## config.mk

```make
export PLATFORM = sky130hd
export DESIGN_NAME = load_store_unit
export DESIGN_NICKNAME = d
export VERILOG_FILES = /design/src/rtl/lsu_pkg.sv /design/src/rtl/lsu_lane_align.sv /design/src/rtl/load_store_unit.sv
export SDC_FILE = /design/constraint.sdc
export NUM_CORES = 1
export LEC_CHECK = 0
export CAP_MARGIN = 5
export CORE_ASPECT_RATIO = 0.5
export CORE_MARGIN = 1.5
export CORE_UTILIZATION = 60
export DETAILED_ROUTE_END_ITERATION = 7
export DONT_BUFFER_PORTS = 1
export PLACE_DENSITY = 0.76
export SLEW_MARGIN = 20
export SYNTH_ARGS = -nofsm -noshare
export SYNTH_HDL_FRONTEND = slang
export SYNTH_HIERARCHICAL = 1
export SYNTH_SLANG_ARGS = --single-unit
```

## constraint.sdc

```tcl
create_clock -name clk -period 3.1 [get_ports clk]
set_clock_uncertainty 0.15 [all_clocks]
set_input_delay 0.31 -clock clk [delete_from_list [all_inputs] [get_ports clk]]
set_output_delay 0.31 -clock clk [all_outputs]
set_load 0.02 [all_outputs]
```

## src/rtl/lsu_pkg.sv

```systemverilog
// Shared encodings, FSM state type and request legality check for the load/store unit.
package lsu_pkg;

    localparam logic [1:0] SZ_BYTE = 2'b00;
    localparam logic [1:0] SZ_HALF = 2'b01;
    localparam logic [1:0] SZ_WORD = 2'b10;

    typedef enum logic [1:0] {
        StIdle,
        StAccess,
        StMerge,
        StResp
    } lsu_state_e;

    // Size 11 is never legal; halves need addr[0]=0, words need addr[1:0]=0.
    function automatic logic is_illegal(input logic [1:0] size, input logic [1:0] addr_lo);
        logic bad;
        case (size)
            SZ_BYTE: bad = 1'b0;
            SZ_HALF: bad = addr_lo[0];
            SZ_WORD: bad = (addr_lo != 2'b00);
            default: bad = 1'b1;
        endcase
        return bad;
    endfunction

endpackage

```

## src/rtl/lsu_lane_align.sv

```systemverilog
// Combinational lane logic: extracts/extends load lanes and merges store data into a word.
module lsu_lane_align
    import lsu_pkg::*;
(
    input  logic [31:0] word,
    input  logic [1:0]  addr_lo,
    input  logic [1:0]  size,
    input  logic        is_unsigned,
    input  logic [31:0] wdata,
    output logic [31:0] load_data,
    output logic [31:0] merged
);

    logic [7:0]  byte_lane;
    logic [15:0] half_lane;

    always_comb begin
        byte_lane = word[7:0];
        case (addr_lo)
            2'd0:    byte_lane = word[7:0];
            2'd1:    byte_lane = word[15:8];
            2'd2:    byte_lane = word[23:16];
            default: byte_lane = word[31:24];
        endcase
        half_lane = addr_lo[1] ? word[31:16] : word[15:0];
    end

    always_comb begin
        load_data = word;
        case (size)
            SZ_BYTE: load_data = {{24{~is_unsigned & byte_lane[7]}}, byte_lane};
            SZ_HALF: load_data = {{16{~is_unsigned & half_lane[15]}}, half_lane};
            default: load_data = word;
        endcase
    end

    // Word-sized stores replace the whole word, so merged is simply wdata.
    always_comb begin
        merged = word;
        case (size)
            SZ_BYTE: begin
                case (addr_lo)
                    2'd0:    merged[7:0]   = wdata[7:0];
                    2'd1:    merged[15:8]  = wdata[7:0];
                    2'd2:    merged[23:16] = wdata[7:0];
                    default: merged[31:24] = wdata[7:0];
                endcase
            end
            SZ_HALF: begin
                if (addr_lo[1]) begin
                    merged[31:16] = wdata[15:0];
                end else begin
                    merged[15:0] = wdata[15:0];
                end
            end
            default: merged = wdata;
        endcase
    end

endmodule

```

## src/rtl/load_store_unit.sv

```systemverilog
// MEM-stage load/store initiator for a word-addressed memory; sub-word stores use
// read-modify-write, illegal requests are answered with an error and never reach memory.
module load_store_unit
    import lsu_pkg::*;
(
    input  logic        clk,
    input  logic        rst,
    input  logic        req_valid,
    output logic        req_ready,
    input  logic        req_we,
    input  logic [1:0]  req_size,
    input  logic        req_unsigned,
    input  logic [31:0] req_addr,
    input  logic [31:0] req_wdata,
    output logic        resp_valid,
    output logic [31:0] resp_rdata,
    output logic        resp_err,
    output logic [31:0] mem_A,
    output logic [31:0] mem_WD,
    output logic        mem_WE,
    input  logic [31:0] mem_RD
);

    lsu_state_e  state_q;
    logic [31:0] addr_q;
    logic [31:0] wdata_q;
    logic [31:0] word_q;
    logic [31:0] rdata_q;
    logic [1:0]  size_q;
    logic        we_q;
    logic        uns_q;
    logic        valid_q;
    logic        err_q;

    logic [31:0] align_word;
    logic [31:0] load_data;
    logic [31:0] merged;

    // ACCESS works on the live memory word, MERGE on the copy captured during ACCESS.
    assign align_word = (state_q == StMerge) ? word_q : mem_RD;

    lsu_lane_align u_lane_align (
        .word        (align_word),
        .addr_lo     (addr_q[1:0]),
        .size        (size_q),
        .is_unsigned (uns_q),
        .wdata       (wdata_q),
        .load_data   (load_data),
        .merged      (merged)
    );

    assign req_ready  = rst && (state_q == StIdle);
    assign mem_A      = {addr_q[31:2], 2'b00};
    assign resp_valid = valid_q;
    assign resp_err   = err_q;
    assign resp_rdata = rdata_q;

    always_comb begin
        mem_WE = 1'b0;
        mem_WD = 32'h0;
        case (state_q)
            StAccess: begin
                if (we_q && (size_q == SZ_WORD)) begin
                    mem_WE = 1'b1;
                    mem_WD = merged;
                end
            end
            StMerge: begin
                mem_WE = 1'b1;
                mem_WD = merged;
            end
            default: begin
                mem_WE = 1'b0;
                mem_WD = 32'h0;
            end
        endcase
    end

    always_ff @(posedge clk or negedge rst) begin
        if (!rst) begin
            state_q <= StIdle;
            addr_q  <= 32'h0;
            wdata_q <= 32'h0;
            word_q  <= 32'h0;
            rdata_q <= 32'h0;
            size_q  <= SZ_BYTE;
            we_q    <= 1'b0;
            uns_q   <= 1'b0;
            valid_q <= 1'b0;
            err_q   <= 1'b0;
        end else begin
            case (state_q)
                StIdle: begin
                    valid_q <= 1'b0;
                    err_q   <= 1'b0;
                    if (req_valid) begin
                        addr_q  <= req_addr;
                        wdata_q <= req_wdata;
                        size_q  <= req_size;
                        we_q    <= req_we;
                        uns_q   <= req_unsigned;
                        if (is_illegal(req_size, req_addr[1:0])) begin
                            state_q <= StResp;
                            valid_q <= 1'b1;
                            err_q   <= 1'b1;
                            rdata_q <= 32'h0;
                        end else begin
                            state_q <= StAccess;
                        end
                    end
                end
                StAccess: begin
                    if (!we_q) begin
                        rdata_q <= load_data;
                        valid_q <= 1'b1;
                        state_q <= StResp;
                    end else if (size_q == SZ_WORD) begin
                        rdata_q <= 32'h0;
                        valid_q <= 1'b1;
                        state_q <= StResp;
                    end else begin
                        word_q  <= mem_RD;
                        state_q <= StMerge;
                    end
                end
                StMerge: begin
                    rdata_q <= 32'h0;
                    valid_q <= 1'b1;
                    state_q <= StResp;
                end
                StResp: begin
                    valid_q <= 1'b0;
                    err_q   <= 1'b0;
                    rdata_q <= 32'h0;
                    state_q <= StIdle;
                end
                default: begin
                    state_q <= StIdle;
                end
            endcase
        end
    end

endmodule

```

==> metrics <==
status=complete, but fails checks; failing checks=negative hold slack; Detailed Place HPWL=about 14000 µm; relative slew slack=roughly 50%; CTS buffer count=17; Crit Path Class=reg2out; Worst Max-Slew Pin Slew=750 ps; register area share after synthesis=between 40% and 50%; Setup Viol. Count Final=0; largest area contributor in the netlist=dfrtp_1; cells after synthesis=approximately 700; fraction of registers with async set/reset=100%; Cell Chain, Critical Path=inv_1 -> ha_1 -> buf_12 -> mux2_2 -> mux2i_1 -> o221ai_1 -> and2_1; DRC=0; post-layout util=73.6%; first-pass GRT wire length=35300 µm; post-layout min period=~3000 ps; Total Routing Usage GR=between 30% and 40%; final WL=about 23000 µm; share of the synthesized area in the top cell type=a little over two fifths; Worst IR Drop VDD=roughly 0.55 mV; Clk Latency, worst-skew pair=between 400 and 500 ps; GR Util met3=between 10 and 15%; Post-CTS Setup Inserts=0; CP arrival=between 2000 and 3000 ps; Ports=roughly 200; syn avg cell area=approximately 12 µm²; Die Y=~85 µm; Mapped Area=approximately 0.008 mm²; Starting Density=a little over three fifths; Pwr Density=between 1000 and 1500 mW/mm²; initial antenna violation count=1; area of the core=0.0129 mm²; Max Cap Viol=0; clock tree buffer depth=2; Yosys reg bits=roughly 140; Clock Pin Slew Worst Setup and Hold Paths=70 ps; flop2flop setup slack=between 200 and 300 ps; CP Launch Type=flip-flop; met2 Track Usage GR=between 50% and 60%; via count=6063; Worst Setup Slack, final=140 ps; synth cell count leaders=136 x dfrtp_1, 131 x mux2_2, 40 x and2_1, 40 x buf_4; number of hold buffers added after CTS=slightly above 100; ANT nets after route=0; total power=11300 µW; H-tree depth=4; Fmax=338 MHz; synth top area cells=dfrtp_1 42%, mux2_2 18%, mux2i_1 4.1%; Nets=roughly 840; EDFF count, synth=0; Slew Viols, Final=0; CTS tree=built; cell with the most instances after synthesis=dfrtp_1; Port Buf Inserts=0; drt via density=roughly 6.6; CP Capture Type=output port; fraction of layout cells with a size suffix above 1=approximately 29%; hold slack=-583 ps; total gr overflow=0; met1 Use GR=about 44%; Crit Path Max Fanout=33; Rows=29; Final TNS setup=0 ps; Post-CTS Resized=0; die width=~170 µm; drt wl/cell=between 20 and 30 µm; Placer Congestion=0.882; static leakage=between 0.004 and 0.005 µW; CTS sink cnt=136; Post-DP Area=~0.0079 mm²; prevailing post-synth register cell=dfrtp_1; vias in the first global route=6076; final design area excluding fillers=approximately 0.0095 mm²; final hold violation count=roughly 140; Crit-path slowest cell=mux2_2; gr busiest metal=met2; area growth from synthesis to final layout=17.1%; unrepaired setup endpoints after global routing=no; First-pass DRT Iterations=5; DRT iter0 DRCs=~500; Crit path largest cell delay=~460 ps; Worst EP required=2640 ps; largest net degree at the start of global routing=approximately 140; Ys Warns=6; Placement Setup Slack=roughly 290 ps; Synth cell types=55; HP Class=in2async; root buf cell=clkbuf_16; die area=0.0143 mm²; fin crit share=approximately 95%
[report_power, final]
| group | leakage [µW] | internal, µW | switching, µW |
|---|---|---|---|
| clock network | 0.000286 | 1230 | 850 |
| registers | 0.00167 | 2650 | 1370 |
| logic | 0.00209 | 2480 | 2750 |
[worst max-delay path: cells and delay by family (launching register included)]
kind,cells,cell delay [ps]
simple gates,1,230
fa+ha+maj,1,210
flops,1,420
compound gates,1,150
mux,2,680
buf+inv,2,340
[routing by layer]
metal	share of wire [%]	vias up
li1	-	2603
met1	42	3069
met2	45	340
met3	11	51
met4	2.4	0
met5	0	-
[cells by family after synthesis]
group / synth area share (%)
adder cells (fa/ha/maj): 0.771
other: 0.0462
AND/OR/NAND/NOR: 10.0
multiplexers: 26.2
AO/OA/AOI/OAI: 13.2
buffers and inverters: 7.83
flip-flops: 41.9
[area by class of cell]
type / count / area (µm²)
multi-input cells: 451 / 4090
fillers: 856 / 3410
flip-flops and latches: 136 / 3400
repair buffers: 116 / 1150
clock buffers: 18 / 439
well taps: 170 / 213
clock inverters: 14 / 164
inverters: 11 / 41.3
diodes: 3 / 7.51
[state kept, by name, indices dropped and copies added, names as in the netlist]
signal      count
addr_q         32
resp_err        1
resp_rdata     32
resp_valid      1
size_q          2
state_q         2
uns_q           1
wdata_q        32
we_q            1
word_q         32
[per-stage QoR]
| step | std cells | hold slack, ps |
|---|---|---|
| 6_report | 919 | -583 |
| 5_1_grt | 917 | -595 |
| 4_1_cts | 916 | -583 |
| 3_5_place_dp | 783 | -132 |
| 3_3_place_gp | 783 | -131 |
| 2_1_floorplan | 684 | -136 |
[final timing paths]
kind                            start        endpoint  cells after the start
max                        state_q[0]      mem_WD[26]                      7
min                               rst      word_q[19]                      0
max reg2reg                state_q[0]  resp_rdata[23]                      8
min reg2reg                word_q[27]      word_q[27]                      1
max in group asynchronous         rst       addr_q[1]                      0
min in group clk            req_valid      state_q[0]                      2
[cell usage in the layout (no fill, tap or decap), types with 2 or more instances in the layout]
| cell type | netlist | routed |
|---|---|---|
| clkinv_4 | 0 | 4 |
| o21a_1 | 2 | 2 |
| o211ai_2 | 4 | 4 |
| and3b_1 | 8 | 8 |
| o22ai_1 | 23 | 23 |
| buf_4 | 40 | 13 |
| or2_2 | 3 | 3 |
| mux2_4 | 11 | 11 |
| a21o_1 | 2 | 2 |
| o211ai_1 | 4 | 4 |
| a211oi_1 | 7 | 7 |
| ha_1 | 5 | 5 |
| clkinvlp_4 | 0 | 3 |
| diode_2 | 0 | 3 |
| a32o_1 | 32 | 32 |
| conb_1 | 1 | 2 |
| nand2b_1 | 6 | 6 |
| inv_6 | 0 | 4 |
| a21oi_1 | 4 | 4 |
| clkbuf_16 | 0 | 17 |
| mux4_2 | 7 | 7 |
| dfrtp_1 | 136 | 135 |
| mux2i_1 | 33 | 33 |
| nand2_1 | 27 | 27 |
| nor2b_1 | 33 | 33 |
| o21ai_2 | 1 | 2 |
| bufinv_16 | 0 | 2 |
| mux2_2 | 131 | 131 |
| dlygate4sd3_1 | 0 | 101 |
| and2_1 | 40 | 40 |
| a221o_1 | 8 | 8 |
| inv_1 | 10 | 10 |
| nand2_4 | 1 | 2 |
| o21ai_0 | 10 | 10 |
| buf_12 | 0 | 2 |
| o221ai_1 | 17 | 17 |
| nor3_1 | 3 | 3 |
| nor2_1 | 7 | 7 |
No activity file was read; power rests on OpenSTA's default activity.
